<file path="src/rtl/wb_arbiter.sv">
`default_nettype none
// ============================================================================
//  Module   : wb_arbiter
//  Purpose  : Write-back arbiter. Picks one result-producing unit per cycle
//             (fixed priority or round-robin), registers the accepted result
//             and drives the register-file write port one cycle later.
//             Results targeting x0 are consumed but produce no write.
//  Revision : 1.0  initial release
// ----------------------------------------------------------------------------
//  Ports
//    clk          in   1                 clock, rising edge
//    rst          in   1                 asynchronous reset, active low
//    src_valid    in   NUM_SRC           per-unit result valid
//    src_ready    out  NUM_SRC           per-unit accept (combinational)
//    src_rd_addr  in   NUM_SRC*5         per-unit destination register
//    src_data     in   NUM_SRC*DATA_W    per-unit result value
//    wb_stall     in   1                 register-file port busy this cycle
//    rf_we        out  1                 register-file write enable
//    rf_waddr     out  5                 register-file write address
//    rf_wdata     out  DATA_W            register-file write data
//    wb_src_id    out  SRC_ID_W          unit that produced the current write
//    wb_count     out  32                committed writes; a write is counted
//                                        at the clock edge that ends its
//                                        rf_we cycle
// ============================================================================
module wb_arbiter #(
  parameter int DATA_W   = 32,
  parameter int NUM_SRC  = 2,
  parameter int RR_MODE  = 0,
  localparam int SRC_ID_W = (NUM_SRC > 1) ? $clog2(NUM_SRC) : 1
) (
  input  logic                      clk,
  input  logic                      rst,
  input  logic [NUM_SRC-1:0]        src_valid,
  output logic [NUM_SRC-1:0]        src_ready,
  input  logic [NUM_SRC*5-1:0]      src_rd_addr,
  input  logic [NUM_SRC*DATA_W-1:0] src_data,
  input  logic                      wb_stall,
  output logic                      rf_we,
  output logic [4:0]                rf_waddr,
  output logic [DATA_W-1:0]         rf_wdata,
  output logic [SRC_ID_W-1:0]       wb_src_id,
  output logic [31:0]               wb_count
);

  localparam logic [SRC_ID_W-1:0] c_last_idx = SRC_ID_W'(NUM_SRC - 1);

  // Registered state
  logic                rf_we_q,     rf_we_d;
  logic [4:0]          rf_waddr_q,  rf_waddr_d;
  logic [DATA_W-1:0]   rf_wdata_q,  rf_wdata_d;
  logic [SRC_ID_W-1:0] wb_src_id_q, wb_src_id_d;
  logic [31:0]         wb_count_q,  wb_count_d;
  logic [SRC_ID_W-1:0] rr_ptr_q;

  // Arbitration wires
  int                  w_ptr_int;
  logic                w_hi_found, w_lo_found;
  logic [SRC_ID_W-1:0] w_hi_idx,   w_lo_idx;
  logic                w_grant_valid;
  logic [SRC_ID_W-1:0] w_grant_idx;
  logic                w_xfer;
  logic [4:0]          w_sel_rd;
  logic [DATA_W-1:0]   w_sel_data;

  assign w_ptr_int = int'(rr_ptr_q);

  // Round-robin search without a rotator: the lowest valid index at or above
  // the pointer wins; if none exists the search has wrapped, so the lowest
  // valid index overall wins. With the pointer pinned at 0 this collapses to
  // plain fixed priority. Descending scan leaves the lowest match last.
  always_comb begin
    w_hi_found = 1'b0;
    w_hi_idx   = '0;
    w_lo_found = 1'b0;
    w_lo_idx   = '0;
    for (int j = NUM_SRC - 1; j >= 0; j--) begin
      if (src_valid[j]) begin
        w_lo_found = 1'b1;
        w_lo_idx   = SRC_ID_W'(j);
        if (j >= w_ptr_int) begin
          w_hi_found = 1'b1;
          w_hi_idx   = SRC_ID_W'(j);
        end
      end
    end
    w_grant_valid = w_hi_found | w_lo_found;
    w_grant_idx   = w_hi_found ? w_hi_idx : w_lo_idx;
  end

  // A grant only turns into a transfer while out of reset and not stalled.
  assign w_xfer = rst & ~wb_stall & w_grant_valid;

  always_comb begin
    src_ready  = '0;
    w_sel_rd   = '0;
    w_sel_data = '0;
    for (int j = 0; j < NUM_SRC; j++) begin
      if (w_grant_idx == SRC_ID_W'(j)) begin
        src_ready[j] = w_xfer;
        w_sel_rd     = src_rd_addr[j*5 +: 5];
        w_sel_data   = src_data[j*DATA_W +: DATA_W];
      end
    end
  end

  // Next-state for the write-back stage. A result for x0 is still consumed
  // (the unit sees ready) but leaves the write port fully quiet.
  always_comb begin
    rf_we_d     = 1'b0;
    rf_waddr_d  = '0;
    rf_wdata_d  = '0;
    wb_src_id_d = wb_src_id_q;
    if (w_xfer) begin
      wb_src_id_d = w_grant_idx;
      if (w_sel_rd != 5'd0) begin
        rf_we_d    = 1'b1;
        rf_waddr_d = w_sel_rd;
        rf_wdata_d = w_sel_data;
      end
    end
    wb_count_d = wb_count_q + {31'd0, rf_we_q};
  end

  always_ff @(posedge clk or negedge rst) begin
    if (!rst) begin
      rf_we_q     <= 1'b0;
      rf_waddr_q  <= '0;
      rf_wdata_q  <= '0;
      wb_src_id_q <= '0;
      wb_count_q  <= '0;
    end else begin
      rf_we_q     <= rf_we_d;
      rf_waddr_q  <= rf_waddr_d;
      rf_wdata_q  <= rf_wdata_d;
      wb_src_id_q <= wb_src_id_d;
      wb_count_q  <= wb_count_d;
    end
  end

  generate
    if (RR_MODE != 0) begin : g_rr
      logic [SRC_ID_W-1:0] rr_ptr_d;

      // Pointer moves just past the winner, and only when something moved.
      always_comb begin
        rr_ptr_d = rr_ptr_q;
        if (w_xfer) begin
          rr_ptr_d = (w_grant_idx == c_last_idx) ? '0
                                                 : w_grant_idx + SRC_ID_W'(1);
        end
      end

      always_ff @(posedge clk or negedge rst) begin
        if (!rst) begin
          rr_ptr_q <= '0;
        end else begin
          rr_ptr_q <= rr_ptr_d;
        end
      end
    end else begin : g_fixed
      assign rr_ptr_q = '0;
    end
  endgenerate

  assign rf_we     = rf_we_q;
  assign rf_waddr  = rf_waddr_q;
  assign rf_wdata  = rf_wdata_q;
  assign wb_src_id = wb_src_id_q;
  assign wb_count  = wb_count_q;

endmodule
`default_nettype wire

</file>
<file path="config.mk">
export PLATFORM = sky130hd
export DESIGN_NAME = wb_arbiter
export DESIGN_NICKNAME = d
export VERILOG_FILES = /design/src/rtl/wb_arbiter.sv
export SDC_FILE = /design/constraint.sdc
export NUM_CORES = 1
export LEC_CHECK = 0
export BUFFER_PORTS_ARGS = -buffer_cell sky130_fd_sc_hd__buf_4
export CORE_MARGIN = 10
export CORE_UTILIZATION = 49
export CTS_CLUSTER_DIAMETER = 80
export CTS_CLUSTER_SIZE = 25
export DETAILED_ROUTE_END_ITERATION = 10
export GPL_ROUTABILITY_DRIVEN = 1
export PLACE_DENSITY = 0.95
export SLEW_MARGIN = 40
export SYNTH_ARGS = -nofsm -noshare
export SYNTH_HDL_FRONTEND = slang
export SYNTH_SLANG_ARGS = --single-unit
</file>
<file path="constraint.sdc">
create_clock -name clk -period 3.5 [get_ports clk]
set_clock_uncertainty 0.1 [all_clocks]
set_input_delay 0.7 -clock clk [delete_from_list [all_inputs] [get_ports clk]]
set_output_delay 0.7 -clock clk [all_outputs]
set_load 0.01 [all_outputs]
</file>
Word level (Yosys, flattened, before mapping)
Index checks and enable logic that the tools add are counted.
{ "totals": {"memories": 0, "rom_bits": 0, "output_inout_bits": 73, "reg_bits": 71, "ram_bits": 0, "latchBits": 0} }
{ "op_classes": {"shift": 0, "addsub": 1, "div_mod_pow": 0, "bitwise": 3, "eq_ne": 0, "mul": 0, "magnitude_cmp": 0, "n_mux": 13, "n_reduce_logical": 1} }
{ "op_table": {"columns": ["operator", "n"], "rows": [
  ["2-to-1 mux 32 bit", 3],
  ["adder 32 x 1 -> 32 bit", 1],
  ["2-to-1 mux 5 bit", 3],
  ["2-to-1 mux 1 bit", 7],
  ["nonzero test 5 bit", 1],
  ["bitwise AND 1 bit", 2],
  ["inverter 1 bit", 1]
]} }

Depth between registers and ports, before layout
{ "depth": {"ltp_word": 6, "ltp_mapped": 6, "depth_no_buf": 6} }

Worst setup path after synthesis
OpenSTA, ideal clock, no wires.
{ "synth_timing": {"path_kind": "in2out", "from": "input port src_valid[0]", "to": "output port src_ready[1]", "cell_stages": 3, "path_buffers": 1, "slack_ns": 1.481, "required_time_ns": 2.700, "arrival_time_ns": 1.219, "cell_sequence": "nand2b_1 clkbuf_1 nor2_1"} }
{ "synth_via": {"elab_chain_cells": 3} }
{ "synth_lines": {"columns": ["element", "line_no", "rtl"], "rows": [
  ["start: declaration", "34", "input logic [NUM_SRC-1:0] src_valid,"],
  ["2-to-1 mux 1 bit", "78", "if (src_valid[j]) begin"],
  ["bitwise AND 1 bit", "92", "assign w_xfer = rst & ~wb_stall & w_grant_valid;"],
  ["2-to-1 mux 1 bit (*)", "99", "if (w_grant_idx == SRC_ID_W'(j)) begin"],
  ["end: declaration", "35", "output logic [NUM_SRC-1:0] src_ready,"]
]} }
Every way passes the cells marked *; elsewhere a longest branch is shown, timed or not.

Final worst setup path
{ "layout_timing": {"from": "input port rst", "to": "output port src_ready[0]"} }
{ "layout_via": {"elab_chain_cells": 3} }
{ "layout_lines": {"columns": ["element", "line_no", "rtl"], "rows": [
  ["start: declaration", "33", "input logic rst,"],
  ["bitwise AND 1 bit (2 in a row)", "92", null],
  ["2-to-1 mux 1 bit", "99", null]
]} }
No other way between the ends.

==> key figures <==
Pwr
  • Static Leakage: 2.330 nW
  • Clock network power share: 33.3%
  • Pwr Density: ~420 mW/mm^2
  • Sequential power share: 49.6%
  • Switching share of total power: 25.80%
  • Logic pwr share: 17.1%
  • Peak supply drop: between 0.4 and 0.5 mV
  • Pint: 1.389 mW
  • Net switching power: 0.4831 mW

Critical path
  • Setup crit start kind: primary input
  • CP max FO: 3
  • Critical path required time: ~2.7 ns
  • Crit path DAT: about 1.3 ns
  • R2R Setup Slk: ~1.6 ns
  • Critical Path End Type: primary output
  • Critical path class: in -> out

Synth
  • Post-Synth XOR/XNOR Area: 8.692%
  • Mux cell area share after synthesis: 0%
  • Largest family of logic cells by synthesized area: simple AND/OR/NAND/NOR gates
  • Synth Area per Inst: 10.18 um^2
  • Number of flops mapped to enable cells by yosys: 0
  • Compound-Gate Fraction of Synth Area: 6.912%
  • Cell Area, Synth: 0.003023 mm^2
  • Top cell type's share of synthesized area: 58.77%
  • Unique masters post-synth: 31
  • Most frequent cell after synthesis: nand2_1
  • Post-synth top cells: nand2_1, dfrtp_1, a21oi_1
  • Post-synthesis sequential area ratio: 58.77%
  • Async S/R FF share, synth: 100.0%
  • Prevailing post-synth register cell: dfrtp_1
  • Area leader, netlist: dfrtp_1
  • #FFs+latches synth: 71
  • Post-synthesis adder-cell area fraction: 0.8278%
  • Area fraction in and, or, nand and nor cells after synthesis: 22.60%
  • Synthesized Nets: 378
  • Gate Count Post-Synth: 297
  • Dominant cells by area after synthesis: dfrtp_1, nand2_1, xnor2_1
  • Total number of yosys warnings: 0

Die
  • Full die area: 0.009711 mm^2
  • Cell Rows: 28
  • I/O pin total: 152
  • Core area: 0.005956 mm^2
  • Starting Density: 50.76%
  • Die Wd: 98.55 um
  • Chip height: 98.55 um

CTS
  • Clk_lat worst skew: 0.33 ns
  • Reg clk slew, reported paths: 0.07 ns
  • CTS root buffer: clkbuf_8
  • Inserted Clock Buffers: 9
  • Post-cts sizing count: 0
  • Postcts setup bufs: 0
  • Clock sink total: 71
  • CTS H-tree depth: 3
  • Clock tree buffer depth: 2
  • Cts hold-fix bufs: 0
  • CTS tree: built

Routing
  • Detailed-router iteration count before antenna repair: 4
  • Wire per inst: between 15 and 20 um
  • Top Metal Used: met4
  • WL met3: 816 um
  • Antenna Nets Post-Route: 0
  • Residual DRC count: 0
  • Post-Route WL: 9.306 mm
  • DRT met1 WL: 3.343 mm
  • Vias: between 2k and 3k
  • Vias per cell: ~5.2
  • DR iter-0 viols: 86
  • Met2 Wirelength: 4.891 mm

Timing
  • Period utilization: 58.73%
  • Final setup violation count: 0
  • Clock period minus worst slack: 2.055 ns
  • FMAX: between 400 and 500 MHz
  • RSZ-0062 raised after global routing: no
  • Fin. max-slew vios: 0
  • Setup ws final: ~1.4 ns
  • Setup TNS: 0 ns
  • Fin. Hold Viols: 0
  • Worst Max-Slew Pin Slew: 0.6593 ns
  • Fin Hold WS: 0.3007 ns
  • Headroom to the max-slew limit: a little under three fifths

Placement
  • Placer Congestion: just under 0.9
  • Hpwl dp: between 7 and 8 mm
  • Pre-CTS worst setup slack: 1.273 ns
  • I/O Buffers: 151
  • Placement Cell Area: between 0.004 and 0.005 mm^2

Worst hold path
  • Worst hold path type: in -> async

Global route
  • Largest net degree at the start of global routing: 41
  • Initial antenna violation count: 0
  • GRT Util Overall: 18.48%
  • GRT Residual Overflow: 0
  • First-pass GRT wire length: 14.62 mm
  • Vias in the first global route: 2939

Status
  • Status: complete, no violations

Final layout
  • Final net count: 534
  • Share of layout cells above drive strength 1: 39.17%
  • # fillers: 421
  • Area Overhead vs Synth: 46.90%
  • N_diodes: 0
  • Post-route cell area: 0.004441 mm^2

Run
  • Max_cap viols: 0
[metrics by stage]
stage	instances	util (%)	total power [mW]
final	532	74.56	1.872
after global routing	532	74.56	1.962
after CTS	532	74.56	1.888
after detailed placement	517	71.39	1.268
after global placement	516	71.05	1.252
after floorplan	297	-	1.048
[placed cells by master, fill, tap and decap left out]
master / count
nor4_4: 1
o21ai_0: 1
and4_1: 2
and2_1: 1
nor2_2: 1
and3_1: 4
clkbuf_8: 10
clkinv_4: 1
nor2b_1: 1
bufinv_16: 1
ha_1: 2
nand4b_1: 1
clkinv_2: 1
nor4_1: 3
clkbuf_1: 2
nand4_4: 1
dfrtp_1: 71
inv_1: 2
nor2b_2: 1
nand3b_1: 1
a21oi_1: 37
nand3_4: 1
nand2b_1: 3
and3_2: 3
nand3_1: 14
nor2_1: 7
nor3_1: 3
nand4_1: 9
buf_12: 1
xnor2_1: 23
buf_4: 156
nand2_1: 83
xor2_1: 7
o22ai_1: 1
a31oi_2: 1
[power groups by stage]
stage	clock network (mW)	registers [mW]	logic, mW
5_1_grt	0.677	0.936	0.349
3_5_place_dp	0	0.944	0.324
6_report	0.623	0.929	0.320
2_1_floorplan	0	0.963	0.0847
4_1_cts	0.633	0.928	0.326
3_3_place_gp	0	0.941	0.312
[layer usage]
metal	global-route usage (%)	up-vias
li1	-	1307
met1	18.21	1316
met2	32.83	118
met3	8.031	22
met4	8.269	0
met5	0	-
[logic make-up (layout without fill, tap and decap cells)]
logic type	count (synthesis)	count (layout)
buffers and inverters	14	174
and+or+nand+nor	140	140
AOI/OAI and AO/OA	40	40
adders and majority gates	2	2
xor gates and xnor gates	30	30
DFF	71	71
[cell type report]
type	instances	area [um^2]	share of cell area [%]
clock buffers	12	145.1	3.269
clock inverters	3	43.79	0.9862
inverters	2	7.507	0.1691
multi-input cells	212	1182	26.63
flip-flops and latches	71	1777	40.01
well taps	75	93.84	2.113
repair buffers	157	1191	26.82
[flip-flops by register name (all words and copies together), names as in the netlist]
| name | count |
|---|---|
| rf_waddr | 5 |
| rf_wdata | 32 |
| rf_we | 1 |
| wb_count | 32 |
| wb_src_id | 1 |
[worst max-delay path: stages]
cell     delay [ns]
buf_4          0.12
nor2b_1        0.13
and2_1         0.17
buf_4          0.14
[final timing paths]
check / startpoint / end / cells after the start
min reg2reg: wb_count[31]$_DFF_PN0_ / wb_count[31]$_DFF_PN0_ / 1
max in group asynchronous: rst / rf_wdata[7]$_DFF_PN0_ / 3
min: rst / wb_count[11]$_DFF_PN0_ / 2
max: rst / src_ready[0] / 4
min in group clk: wb_count[31]$_DFF_PN0_ / wb_count[31]$_DFF_PN0_ / 1
max reg2reg: wb_count[8]$_DFF_PN0_ / wb_count[30]$_DFF_PN0_ / 4
(Power assumes the default switching activity.)
